===== src/rtl/rsa_pkg.sv =====
// Shared constants and types for the RSA sequencer.
//   M, N, Y          : job geometry (X rows, inner dimension, Y columns)
//   IN_LEN, OUT_LEN  : operand / result word widths
//   AW               : operand and result RAM address width
//   TO_CYC           : drain watchdog limit (only used with RSA_SEQ_TIMEOUT_EN)
//   X_LEN/Y_LEN/R_LEN: stream lengths derived from the geometry
package rsa_pkg;

  localparam int unsigned M       = 9;
  localparam int unsigned N       = 3;
  localparam int unsigned Y       = 3;
  localparam int unsigned IN_LEN  = 4;
  localparam int unsigned OUT_LEN = 8;
  localparam int unsigned AW      = 8;
  localparam int unsigned TO_CYC  = 256;

  localparam int unsigned X_LEN = M * N;
  localparam int unsigned Y_LEN = Y * N;
  localparam int unsigned R_LEN = M * Y;

  // Ceiling log2, usable in constant expressions.
  function automatic int unsigned clog2(input int unsigned v);
    int unsigned r;
    r = 0;
    for (int i = 0; i < 32; i++) begin
      if ((32'd1 << i) < v) r = 32'(i) + 32'd1;
    end
    return r;
  endfunction

  // Offset counters must hold the largest stream length.
  localparam int unsigned CNT_W = clog2(((X_LEN > R_LEN) ? X_LEN : R_LEN) + 1);

  typedef enum logic [1:0] {
    IDLE  = 2'd0,
    LOAD  = 2'd1,
    DRAIN = 2'd2,
    DONE  = 2'd3
  } state_t;

endpackage


===== src/rtl/rsa_addr_gen.sv =====
// Address generator: latches a base address on start and produces base + k,
// where k advances by one on each adv. Addresses wrap modulo 2^AW.
//   clk, sys_rst : clock, synchronous active-high reset
//   start        : latch base and clear the offset
//   adv          : advance the offset by one
//   base         : base address to latch
//   addr         : current address (base + offset)
//   last         : offset equals LEN-1 (final element of the stream)
module rsa_addr_gen
  import rsa_pkg::*;
#(
  parameter int unsigned LEN = 1
) (
  input  logic          clk,
  input  logic          sys_rst,
  input  logic          start,
  input  logic          adv,
  input  logic [AW-1:0] base,
  output logic [AW-1:0] addr,
  output logic          last
);

  logic [AW-1:0]    base_q;
  logic [CNT_W-1:0] off_q;

  // Base latch and offset counter.
  always_ff @(posedge clk) begin
    if (sys_rst) begin
      base_q <= '0;
      off_q  <= '0;
    end else if (start) begin
      base_q <= base;
      off_q  <= '0;
    end else if (adv) begin
      off_q  <= off_q + CNT_W'(1);
    end
  end

  // Adding in AW bits gives the modulo-2^AW wrap for free.
  assign addr = base_q + AW'(off_q);
  assign last = (off_q == CNT_W'(LEN - 1));

endmodule


===== src/rtl/rsa_seq_ctrl.sv =====
// Sequencer for the RSA systolic array: accepts a job, streams X (M*N words)
// and Y (Y*N words) from the operand RAMs into the array, then collects M*Y
// results into the result RAM.
// Optional feature macro: RSA_SEQ_TIMEOUT_EN adds a DRAIN watchdog that
// raises err and returns to IDLE (no done) after TO_CYC cycles in DRAIN.
// Ports:
//   clk, sys_rst                  : clock, synchronous active-high reset
//   cmd_val/cmd_rdy, cmd_*base    : job command handshake and RAM bases
//   x_rd_*, y_rd_*                : operand RAM reads (1-cycle latency)
//   Xin_*, Yin_*                  : operand streams to the array
//   out_val, out_data             : results from the array
//   res_wr_*                      : result RAM writes (same cycle as out_val)
//   busy, done, err               : status (busy in LOAD/DRAIN, done pulse, sticky err)
module rsa_seq_ctrl
  import rsa_pkg::*;
(
  input  logic               clk,
  input  logic               sys_rst,
  input  logic               cmd_val,
  output logic               cmd_rdy,
  input  logic [AW-1:0]      cmd_xbase,
  input  logic [AW-1:0]      cmd_ybase,
  input  logic [AW-1:0]      cmd_obase,
  output logic               x_rd_en,
  output logic [AW-1:0]      x_rd_addr,
  input  logic [IN_LEN-1:0]  x_rd_data,
  output logic               y_rd_en,
  output logic [AW-1:0]      y_rd_addr,
  input  logic [IN_LEN-1:0]  y_rd_data,
  output logic               Xin_val,
  output logic [IN_LEN-1:0]  Xin_data,
  output logic               Yin_val,
  output logic [IN_LEN-1:0]  Yin_data,
  input  logic               out_val,
  input  logic [OUT_LEN-1:0] out_data,
  output logic               res_wr_en,
  output logic [AW-1:0]      res_wr_addr,
  output logic [OUT_LEN-1:0] res_wr_data,
  output logic               busy,
  output logic               done,
  output logic               err
);

  state_t state;
  logic   start;
  logic   x_last;
  logic   y_last;
  logic   r_last;
  logic   res_all;
  logic   wd_hit;

  // cmd_rdy is high exactly in IDLE, so this is the accept condition.
  assign start = (state == IDLE) && cmd_val;

  // Results pass straight through to the RAM while a job is active.
  assign res_wr_en   = out_val && busy;
  assign res_wr_data = res_wr_en ? out_data : '0;

  // RAM data flows through unregistered, aligned with the delayed valids.
  assign Xin_data = Xin_val ? x_rd_data : '0;
  assign Yin_data = Yin_val ? y_rd_data : '0;

  rsa_addr_gen #(.LEN(X_LEN)) u_x_gen (
    .clk     (clk),
    .sys_rst (sys_rst),
    .start   (start),
    .adv     (x_rd_en),
    .base    (cmd_xbase),
    .addr    (x_rd_addr),
    .last    (x_last)
  );

  rsa_addr_gen #(.LEN(Y_LEN)) u_y_gen (
    .clk     (clk),
    .sys_rst (sys_rst),
    .start   (start),
    .adv     (y_rd_en),
    .base    (cmd_ybase),
    .addr    (y_rd_addr),
    .last    (y_last)
  );

  rsa_addr_gen #(.LEN(R_LEN)) u_r_gen (
    .clk     (clk),
    .sys_rst (sys_rst),
    .start   (start),
    .adv     (res_wr_en),
    .base    (cmd_obase),
    .addr    (res_wr_addr),
    .last    (r_last)
  );

`ifdef RSA_SEQ_TIMEOUT_EN
  localparam int unsigned TO_W = clog2(TO_CYC + 1);

  logic [TO_W-1:0] wd;

  // Watchdog: counts cycles spent in DRAIN, cleared elsewhere.
  always_ff @(posedge clk) begin
    if (sys_rst || (state != DRAIN)) wd <= '0;
    else                             wd <= wd + TO_W'(1);
  end

  assign wd_hit = (state == DRAIN) && (wd == TO_W'(TO_CYC - 1));
`else
  assign wd_hit = 1'b0;
`endif

  // Sequencer FSM with registered outputs.
  always_ff @(posedge clk) begin
    if (sys_rst) begin
      state   <= IDLE;
      cmd_rdy <= 1'b1;
      x_rd_en <= 1'b0;
      y_rd_en <= 1'b0;
      Xin_val <= 1'b0;
      Yin_val <= 1'b0;
      busy    <= 1'b0;
      done    <= 1'b0;
      err     <= 1'b0;
      res_all <= 1'b0;
    end else begin
      Xin_val <= x_rd_en;
      Yin_val <= y_rd_en;
      // All results may already be in before LOAD finishes.
      if (res_wr_en && r_last) res_all <= 1'b1;
      case (state)
        IDLE: begin
          if (cmd_val) begin
            state   <= LOAD;
            cmd_rdy <= 1'b0;
            busy    <= 1'b1;
            x_rd_en <= 1'b1;
            y_rd_en <= 1'b1;
            err     <= 1'b0;
            res_all <= 1'b0;
          end
        end
        LOAD: begin
          if (y_rd_en && y_last) y_rd_en <= 1'b0;
          if (x_rd_en && x_last) begin
            x_rd_en <= 1'b0;
            state   <= DRAIN;
          end
        end
        DRAIN: begin
          if ((res_wr_en && r_last) || res_all) begin
            state <= DONE;
            busy  <= 1'b0;
            done  <= 1'b1;
          end else if (wd_hit) begin
            state   <= IDLE;
            busy    <= 1'b0;
            cmd_rdy <= 1'b1;
            err     <= 1'b1;
          end
        end
        DONE: begin
          state   <= IDLE;
          done    <= 1'b0;
          cmd_rdy <= 1'b1;
        end
        default: state <= IDLE;
      endcase
      // A result with no job to own it is dropped and flagged.
      if (((state == IDLE) || (state == DONE)) && out_val) err <= 1'b1;
    end
  end

endmodule

===== config.mk =====
export PLATFORM = sky130hd
export DESIGN_NAME = rsa_seq_ctrl
export DESIGN_NICKNAME = d
export VERILOG_FILES = /design/src/rtl/rsa_pkg.sv /design/src/rtl/rsa_addr_gen.sv /design/src/rtl/rsa_seq_ctrl.sv
export SDC_FILE = /design/constraint.sdc
export NUM_CORES = 1
export LEC_CHECK = 0
export CAP_MARGIN = 0
export CORE_MARGIN = 2
export CORE_UTILIZATION = 46
export DETAILED_ROUTE_END_ITERATION = 10
export GPL_TIMING_DRIVEN = 0
export PLACE_DENSITY = 0.8
export SLEW_MARGIN = 15
export SYNTH_ARGS = -nofsm -noshare
export SYNTH_HDL_FRONTEND = slang
export SYNTH_SLANG_ARGS = --single-unit

===== constraint.sdc =====
create_clock -name clk -period 2.8 [get_ports clk]
set_input_delay 0.7 -clock clk [delete_from_list [all_inputs] [get_ports clk]]
set_output_delay 0.7 -clock clk [all_outputs]
set_load 0.01 [all_outputs]

==> metrics.md <==
| Metric | Value |
|---|---|
| Status | `completed` |
| Post-layout util | `0.680` |
| Most frequent cells after synthesis | `dfxtp_1 (50), nor2_1 (31), ha_1 (26), inv_1 (24), nand2_1 (24)` |
| Top-area cell type share of the netlist area | `0.351` |
| Leak | `around 1.6 nW` |
| Detailed Routing Iterations Pass 1 | `4` |
| Port Buffers | `roughly 90` |
| Num rows | `28` |
| Most area-consuming cells after synthesis | `dfxtp_1 (35%), ha_1 (11%), a22o_1 (6.5%), nor2_1 (4.1%), xor2_1 (4.0%)` |
| Setup-failing EPs final | `0` |
| DIE HEIGHT | `between 80 and 90 um` |
| DRC | `0` |
| Detail Placement HPWL | `roughly 5400 um` |
| FF+latch count, synth | `50` |
| Synth Warn # | `0` |
| Cell depth of the worst flop-to-flop path | `7` |
| Share of layout cells above drive strength 1 | `0.130` |
| Synth cell types | `roughly 40` |
| Mapped Cells | `approximately 320` |
| H-Tree Depth | `2` |
| Register area share after synthesis | `0.351` |
| Max FO, Critical Path | `5` |
| Post-synth EDFFs | `0` |
| Total power | `around 2.6 mW` |
| Area of the core | `a little under 6000 sq um` |
| Via count | `roughly 2600` |
| Synth Area per Inst | `around 9 sq um` |
| Met1 usage | `0.256` |
| First-pass GRT wire length | `roughly 11000 um` |
| Vias per inst | `5.25` |
| Final Hold Vio Count | `0` |
| P per Cell Area | `around 650 nW/um^2` |
| Worst Hold Depth | `2` |
| Worst Max-Slew Pin Slew | `roughly 0.57 ns` |
| TritonCTS Sinks | `50` |
| GRT overflow | `0` |
| Period utilization | `0.980` |
| Final Max Slew Viols | `0` |
| Slew headroom | `0.621` |
| Mapped cell area | `2850 sq um` |
| Nets@finish | `495` |
| Total I/O pin count | `93` |
| Skew-Pair Late Insertion Delay | `0.30 ns` |
| Die area | `6840 sq um` |
| Filler Cell Count | `between 400 and 500` |
| Cts-stage hold buffer count | `0` |
| DRT iter0 DRCs | `about 140` |
| Die W | `82.7 um` |
| CTS tree | `built` |
| Global route hottest layer | `met2` |
| Ys flop type | `dfxtp_1` |
| VDD IR max | `slightly below 0.4 mV` |
| Met3 usage in global routing | `0.0370` |
| CP endpoint kind | `output port` |
| Area grow syn2layout | `42.1%` |
| Max-cap violations | `0` |
| Clock buffer depth | `2` |
| Achievable Freq | `between 300 and 400 MHz` |
| Mapped Nets | `396` |
| Postcts setup bufs | `0` |
| FFs w/ async S/R, synth | `0` |
| CTS Buf Count | `5` |
| Startpoint Class | `flop` |
| Worst-path clk slew | `approximately 0.10 ns` |
| Top-count cell post-synth | `dfxtp_1` |
| Vias in the first global route | `2572` |
| Ant diodes | `0` |
| Root buffer cell | `clkbuf_8` |
| Worst hold path class | `flop to flop` |
| Final ANT Viol Nets | `0` |
| Worst EP required | `2.10 ns` |
| Clk_skew | `between 0.01 and 0.015 ns` |
| Fin crit period | `between 2 and 3 ns` |
| WHS | `around 0.48 ns` |
| Crit path DAT | `2.04 ns` |
| WL/cell | `13.9 um` |
| Total wire length | `approximately 6900 um` |
| Routability Congestion | `0.796` |
| GR Util met2 | `0.374` |
| Initial antenna violation count | `0` |
| Largest net degree at the start of global routing | `16` |
| Starting Density | `0.479` |
| Global Route Usage Sum | `0.208` |
| Kind of critical path | `flop to output port` |
| Area leader, netlist | `dfxtp_1` |
-- cell usage in the layout, fill, tap and decap left out, types with 4 or more instances in the layout --
| cell type | instances |
|---|---|
| xnor2_1 | 11 |
| ha_4 | 4 |
| o21ai_0 | 9 |
| nand2_1 | 24 |
| a22o_1 | 21 |
| nor3b_1 | 6 |
| ha_1 | 19 |
| nand4_1 | 6 |
| nand2b_1 | 10 |
| a21oi_2 | 6 |
| clkbuf_1 | 9 |
| and3_2 | 8 |
| o21ai_1 | 5 |
| dfxtp_2 | 5 |
| buf_2 | 6 |
| xor2_1 | 13 |
| inv_1 | 24 |
| dlygate4sd2_1 | 6 |
| nor2b_1 | 4 |
| clkbuf_8 | 5 |
| nor2_1 | 31 |
| dfxtp_1 | 42 |
| and2_1 | 10 |
| clkdlybuf4s50_1 | 77 |
| a21oi_1 | 14 |
-- layer usage --
metal	routed length, um	vias to the layer above
li1	-	1323
met1	3110	1227
met2	3440	61
met3	349	4
met4	38	0
met5	0	-
-- power breakdown --
part	total, mW	switching (mW)	internal (mW)
Clock	0.507	0.241	0.267
Combinational	1.16	0.559	0.604
Sequential	0.976	0.122	0.855
-- logic make-up (layout without fill, tap and decap cells) --
family | count (synthesis) | count (layout) | share of synthesized area
AO/OA/AOI/OAI | 71 | 71 | 0.172
XOR/XNOR | 24 | 24 | 0.0737
adder cells (fa/ha/maj) | 29 | 29 | 0.135
buffers and inverters | 35 | 135 | 0.0496
flip-flops | 50 | 50 | 0.351
multiplexers | 2 | 2 | 0.00702
AND/OR/NAND/NOR | 112 | 112 | 0.212
-- through the flow --
step / setup slack [ns] / std cells / setup TNS (ns) / area, sq um
2_1_floorplan: 0.518 / 323 / 0 / 2850
3_3_place_gp: -0.0908 / 490 / -0.349 / 3860
3_5_place_dp: -0.137 / 490 / -0.636 / 3860
4_1_cts: 0.00177 / 498 / 0 / 4010
5_1_grt: -0.00412 / 498 / -0.00730 / 4050
6_report: 0.0554 / 498 / 0 / 4050
-- area by class of cell --
cell class                      instances  area (sq um)  share of cell area
Buffer                                 11          51.3              0.0127
Clock buffer                            6          72.6              0.0179
Clock inverter                          2          37.5             0.00927
Inverter                               24          90.1              0.0222
Multi-Input combinational cell        238          1800               0.445
Sequential cell                        50          1020               0.252
Tap cell                               75          93.8              0.0232
Timing Repair Buffer                   92           883               0.218
-- worst paths after layout --
kind / to / start / slack [ns]
hold / removal: done$_SDFFE_PP0P_ / done$_SDFFE_PP0P_ / 0.48
hold reg to reg: done$_SDFFE_PP0P_ / done$_SDFFE_PP0P_ / 0.48
setup / recovery: res_wr_addr[2] / u_r_gen.off_q[0]$_SDFFE_PP0P_ / 0.06
setup reg to reg: u_x_gen.off_q[3]$_SDFFE_PP0P_ / state[0]$_SDFFE_PP0P_ / 0.77
-- worst max-delay path: stages (launching register included) --
cell and delay, ns:
dfxtp_4 0.38, ha_2 0.20, inv_1 0.06, fa_2 0.37, xnor2_1 0.18, clkdlybuf4s50_1 0.55
-- state kept, by name (all words and copies together) (netlist names), 2 cells and up --
name            cells
state               2
u_r_gen.base_q      8
u_r_gen.off_q       5
u_x_gen.base_q      8
u_x_gen.off_q       5
u_y_gen.base_q      8
u_y_gen.off_q       5
-- repair_timing --
item                                    4_1_cts  5_1_grt
pin swaps                                     6        7
resized for setup                            48       26
endpoints found under the setup margin       19       13
No activity file was read; power rests on OpenSTA's default activity.
